File: src/rtl/debounce_pkg.sv
// Shared defaults and helpers for input-conditioning blocks.
// clog2 is usable in parameter defaults of any counter block.
package debounce_pkg;

   localparam int DEFAULT_SYNC_STAGES     = 2;
   localparam int DEFAULT_DEBOUNCE_CYCLES = 4;

   // Bits needed to hold values 0..v-1; returns 0 for v <= 1.
   function automatic int clog2(input int v);
      int r;
      int x;
      r = 0;
      x = v - 1;
      while (x > 0) begin
         r = r + 1;
         x = x >> 1;
      end
      return r;
   endfunction

endpackage

File: src/rtl/sync_chain.sv
// N-flop synchronizer for a single asynchronous level into clk.
// All stages reset to 0.
module sync_chain import debounce_pkg::*; #(
   parameter int SYNC_STAGES = DEFAULT_SYNC_STAGES
) (
   input  logic clk,
   input  logic reset,
   input  logic d,
   output logic q
);

   logic [SYNC_STAGES-1:0] ff;

   always_ff @(posedge clk or negedge reset) begin
      if (!reset) ff <= '0;
      else        ff <= {ff[SYNC_STAGES-2:0], d};
   end

   assign q = ff[SYNC_STAGES-1];

endmodule

File: src/rtl/debounce_sync.sv
// Synchronizes a raw level, then requires DEBOUNCE_CYCLES consecutive
// mismatching samples before the clean output follows; emits rise/fall strobes.
module debounce_sync import debounce_pkg::*; #(
   parameter int SYNC_STAGES     = DEFAULT_SYNC_STAGES,
   parameter int DEBOUNCE_CYCLES = DEFAULT_DEBOUNCE_CYCLES,
   parameter int CNT_W           = clog2(DEBOUNCE_CYCLES + 1)
) (
   input  logic clk,
   input  logic reset,
   input  logic din,
   output logic dout,
   output logic rise,
   output logic fall,
   output logic busy
);

   localparam logic [CNT_W-1:0] CNT_LAST = CNT_W'(DEBOUNCE_CYCLES - 1);

   logic             s;
   logic [CNT_W-1:0] cnt;

   sync_chain #(.SYNC_STAGES(SYNC_STAGES)) u_sync (
      .clk   (clk),
      .reset (reset),
      .d     (din),
      .q     (s)
   );

   // Any sample equal to dout restarts qualification from zero.
   always_ff @(posedge clk or negedge reset) begin
      if (!reset) begin
         cnt  <= '0;
         dout <= 1'b0;
         rise <= 1'b0;
         fall <= 1'b0;
      end else begin
         rise <= 1'b0;
         fall <= 1'b0;
         if (s == dout) begin
            cnt <= '0;
         end else if (cnt == CNT_LAST) begin
            cnt  <= '0;
            dout <= s;
            rise <= s;
            fall <= ~s;
         end else begin
            cnt <= cnt + CNT_W'(1);
         end
      end
   end

   assign busy = (cnt != '0);

endmodule

File: config.mk
export PLATFORM = sky130hd
export DESIGN_NAME = debounce_sync
export DESIGN_NICKNAME = d
export VERILOG_FILES = /design/src/rtl/debounce_pkg.sv /design/src/rtl/sync_chain.sv /design/src/rtl/debounce_sync.sv
export SDC_FILE = /design/constraint.sdc
export NUM_CORES = 1
export LEC_CHECK = 0
export ABC_AREA = 1
export CAP_MARGIN = 5
export CORE_AREA = 2 2 39 41
export DETAILED_ROUTE_END_ITERATION = 10
export DIE_AREA = 0 0 41 43
export PLACE_DENSITY = 0.42
export SLEW_MARGIN = 20
export SYNTH_ARGS = -nofsm -noshare
export SYNTH_HDL_FRONTEND = slang
export SYNTH_SLANG_ARGS = --single-unit
export TNS_END_PERCENT = 20
File: constraint.sdc
create_clock -name clk -period 1.8 [get_ports clk]
set_input_delay 0.36 -clock clk [delete_from_list [all_inputs] [get_ports clk]]
set_output_delay 0.36 -clock clk [all_outputs]
set_load 0.1 [all_outputs]
Yosys cells after proc, flatten, opt, wreduce, memory -nomap -nowiden
Cells that the tools add are included.

storage, ports and cells
  register bits after elaboration = 8
  input bits = 3
  output and inout port bits = 4
  logic and storage cells = 18

operators by class
  add/sub/neg operators = 1
  equal/unequal tests = 2
  mux-type cells = 6
  bitwise logic cells = 2
  reduce and logical (&&, ||, !) cells = 2

operator list
  kind                                                 number
  2-to-1 mux 3 bit                                     2
  2-to-1 mux 1 bit                                     4
  adder 3 x 1 -> 3 bit, second input constant          1
  equality test 3 x 2 -> 1 bit, second input constant  1
  nonzero test 3 bit                                   1
  inverter 1 bit                                       2
  AND reduction 2 bit                                  1
  equality test 1 bit                                  1

Logic depth before layout (Yosys ltp)
  depth after elaboration = 3
  mapped depth = 4
  gate-level depth less buffers = 4

By module
Synthesis repeated with hierarchy kept, for this count alone.

unflattened totals
  cell total of the unflattened synthesis = 32
  area, all modules = 315.3 um^2

by module, submodules not included
  module         times used  cells each  area an instance (um^2)  sequential area each (um^2)
  debounce_sync  1           30          265.3                    150.1
  sync_chain     1           2           50.0                     50.0

Worst setup path before layout
OpenSTA, ideal clock, no wires.

  kind = reg-to-output
  from = register cnt[0]
  to = output port busy
  data arrival time = 1201 ps
  required time = 1440 ps
  setup slack = 239 ps
  stages on the path, launching flop included = 4
  path buffers = 0
  cell sequence = dfrtp_1 -> inv_1 -> ha_1 -> nand2_1

between the ends
  longest elaborated chain between the ends = 1

ends and longest elaborated chain
  what                      RTL line             source
  start: declaration        debounce_sync.sv:20  logic [CNT_W-1:0] cnt;
  start signal: assignment  debounce_sync.sv:47  cnt <= cnt + CNT_W'(1);
  nonzero test 3 bit        debounce_sync.sv:52  assign busy = (cnt != '0);
  end: declaration          debounce_sync.sv:14  output logic busy

No other way between the ends.

Worst setup path after layout
Same ends and word-level chain as after synthesis.

==> impl_metrics.env <==
export IMPL_grt_remaining_overflow=0
export IMPL_slew_headroom_pct=76.2
export IMPL_ys_seq_elements=8
export IMPL_worst_slew_pin_slew_ns=0.356
export IMPL_slowest_stage="dfrtp_1"
export IMPL_cts_htree_levels=1
export IMPL_powerDensity_nw_per_um2=1730
export IMPL_post_drt_via_cell_ratio=3.96
export IMPL_routedWlPerCell_um=8.61
export IMPL_sequential_cell_area_sq_um=200
export IMPL_die_area_sq_um=1760
export IMPL_achievable_frequency_ghz=0.676
export IMPL_synth_area_sq_um=315
export IMPL_setup_viol_count_final=0
export IMPL_peakVddDrop_mv=0.458
export IMPL_post_synth_top_area_fraction_pct=63.5
export IMPL_dp_cells=54
export IMPL_num_antenna_cells=0
export IMPL_final_max_slew_viol_count=0
export IMPL_postCtsResizedCells=0
export IMPL_vias=226
export IMPL_finalHoldWorstSlack_ns=0.356
export IMPL_finish_cell_count_without_fillers=57
export IMPL_crit_arrival_ns=1.12
export IMPL_layout_cell_share_with_drive_strength_beyond_1_pct=24.4
export IMPL_multi_input_area_sq_um=92.6
export IMPL_finalWorstSetupSlack_ns=0.321
export IMPL_worst_skew_pair_late_latency_ns=0.24
export IMPL_worstPathRequired_ns=1.44
export IMPL_row_count=14
export IMPL_fin_setup_tns_ns=0
export IMPL_syn_instance_count=32
export IMPL_synth_cell_types=9
export IMPL_synth_area_per_cell_sq_um=9.85
export IMPL_hold_path_class="reg -> reg"
export IMPL_placedInstanceArea_sq_um=435
export IMPL_finalHoldViolations=0
export IMPL_design_area_sq_um=458
export IMPL_grt_first_pass_wirelength_um=910
export IMPL_final_core_util_pct=33.1
export IMPL_dp_final_hpwl_um=405
export IMPL_synthToLayoutAreaGrowth_pct=45.2
export IMPL_antenna_found_initial=0
export IMPL_first_global_vias=245
export IMPL_wirelength_um=491
export IMPL_worst_setup_path_start_kind="register"
export IMPL_rsz_0062_raised_after_global_routing="false"
export IMPL_run_status="finished clean"
export IMPL_synth_yosys_warnings=0
export IMPL_fin_crit_ns=1.48
export IMPL_critical_path_top_delay_family="flip-flops"
export IMPL_tritoncts_clock_tree="yes"
export IMPL_netlist_top_cells_area="dfrtp_1 63%, nand2_1 9.5%, ha_1 7.9%"
export IMPL_largest_net_degree_at_the_start_of_global_routing=9
export IMPL_postSynthNetCount=37
export IMPL_grt_total_usage_pct=8.13
export IMPL_post_route_drc_count=0
export IMPL_critical_path_max_stage_delay_ns=0.34
export IMPL_power_leakage_nw=0.230
export IMPL_post_layout_total_power_uw=791
export IMPL_clock_skew_ns=0.00150
export IMPL_clock_tree_root_cell="clkbuf_4"
export IMPL_crit_chain="inv_1, ha_1, nand2_1, buf_12"
export IMPL_core_area_sq_um=1380
export IMPL_place_congestion=0.721
export IMPL_finish_net_count=48
export IMPL_clock_sink_count=8
export IMPL_cts_buffer_depth=2
export IMPL_die_h_um=43
export IMPL_path_clk_slew_ns=0.05
export IMPL_drt_antenna_violating_nets=0
export IMPL_crit_path_max_fanout=2
export IMPL_synth_largest_area_cell="dfrtp_1"
export IMPL_pre_cts_slack_ns=0.567
export IMPL_worstPathBufferInverterCount=2
export IMPL_end_kind="primary output"
export IMPL_postCtsSetupBuffers=0
export IMPL_ioPinCount=7
export IMPL_hold_fix_buffers_at_cts=0
export IMPL_critPathKind="reg -> out"
export IMPL_n_fill_cell=148
export IMPL_initial_core_utilization_pct=22.8
export IMPL_cts_inserted_buffers=3
export IMPL_place_port_buffers=6
export IMPL_layout_cells_most_common_list="8 x nand2_1, 8 x dfrtp_1, 5 x inv_1, 4 x nor2_1, 4 x buf_12"
export IMPL_drt_iter0_markers=1
export IMPL_die_w_um=41
export IMPL_synth_seq_area_share_pct=63.5
export IMPL_dr_pass1_iters=4
export IMPL_cap_viol_max_count=0
export IMPL_final_min_period_over_clock_period_pct=82.2
[worst paths after layout]
path	start	slack, ns	to	depth (start not counted)
worst max-delay path	cnt[0]$_DFF_PN0_	0.32	busy	4
worst min-delay path	u_sync.ff[0]$_DFF_PN0_	0.36	u_sync.ff[1]$_DFF_PN0_	0
worst max register to register	cnt[0]$_DFF_PN0_	0.86	cnt[1]$_DFF_PN0_	4
worst min register to register	u_sync.ff[0]$_DFF_PN0_	0.36	u_sync.ff[1]$_DFF_PN0_	0
max in group asynchronous	reset	1.15	cnt[0]$_DFF_PN0_	1
min in group asynchronous	reset	0.39	fall$_DFF_PN0_	1
[cell type report]
class / count / area share, %
multi-input combinational: 18 / 20.2
tap: 16 / 4.37
sequential: 8 / 43.7
timing repair buffer: 6 / 21.9
clock buffer: 3 / 4.92
inverter: 6 / 4.92
[Yosys cell counts, drive strengths merged]
master	number
ha	2
nand2	10
inv	6
dfrtp	8
nor2	4
nand3	1
nor3	1
[worst reg2reg max path, delay by kind of cell (launching register included)]
kind	cells	cell delay, ns
fa+ha+maj	1	0.24
simple gates	3	0.26
flops	1	0.37
[report_power, final]
| part | total (mW) | internal (mW) | leakage, nW | switching, mW |
|---|---|---|---|---|
| logic | 0.421 | 0.143 | 0.113 | 0.278 |
| clock network | 0.128 | 0.0757 | 0.0138 | 0.0520 |
| registers | 0.242 | 0.214 | 0.103 | 0.0284 |
| total | 0.791 | 0.432 | 0.230 | 0.358 |
[state kept, by name (all words and copies together) (netlist names)]
name       cells
cnt            3
dout           1
fall           1
rise           1
u_sync.ff      2
[per-layer routing]
metal  track usage [%]  share of wire [%]  routed length (um)  vias to the layer above
li1                  -                  -                   -                      112
met1              9.03                 39                 190                      108
met2              10.6                 52                 257                        6
met3              3.66                9.0                  44                        0
met4              8.00                  0                   0                        0
met5                 0                  0                   0                        -
[cell families (layout without fill, tap and decap cells)]
| group | Yosys count | in the layout | share of synthesized area (%) |
|---|---|---|---|
| flops | 8 | 8 | 63.5 |
| buf+inv | 6 | 15 | 7.14 |
| simple gates | 16 | 16 | 21.4 |
| fa+ha+maj | 2 | 2 | 7.94 |
Note: power is estimated with default switching activity, not from simulation.
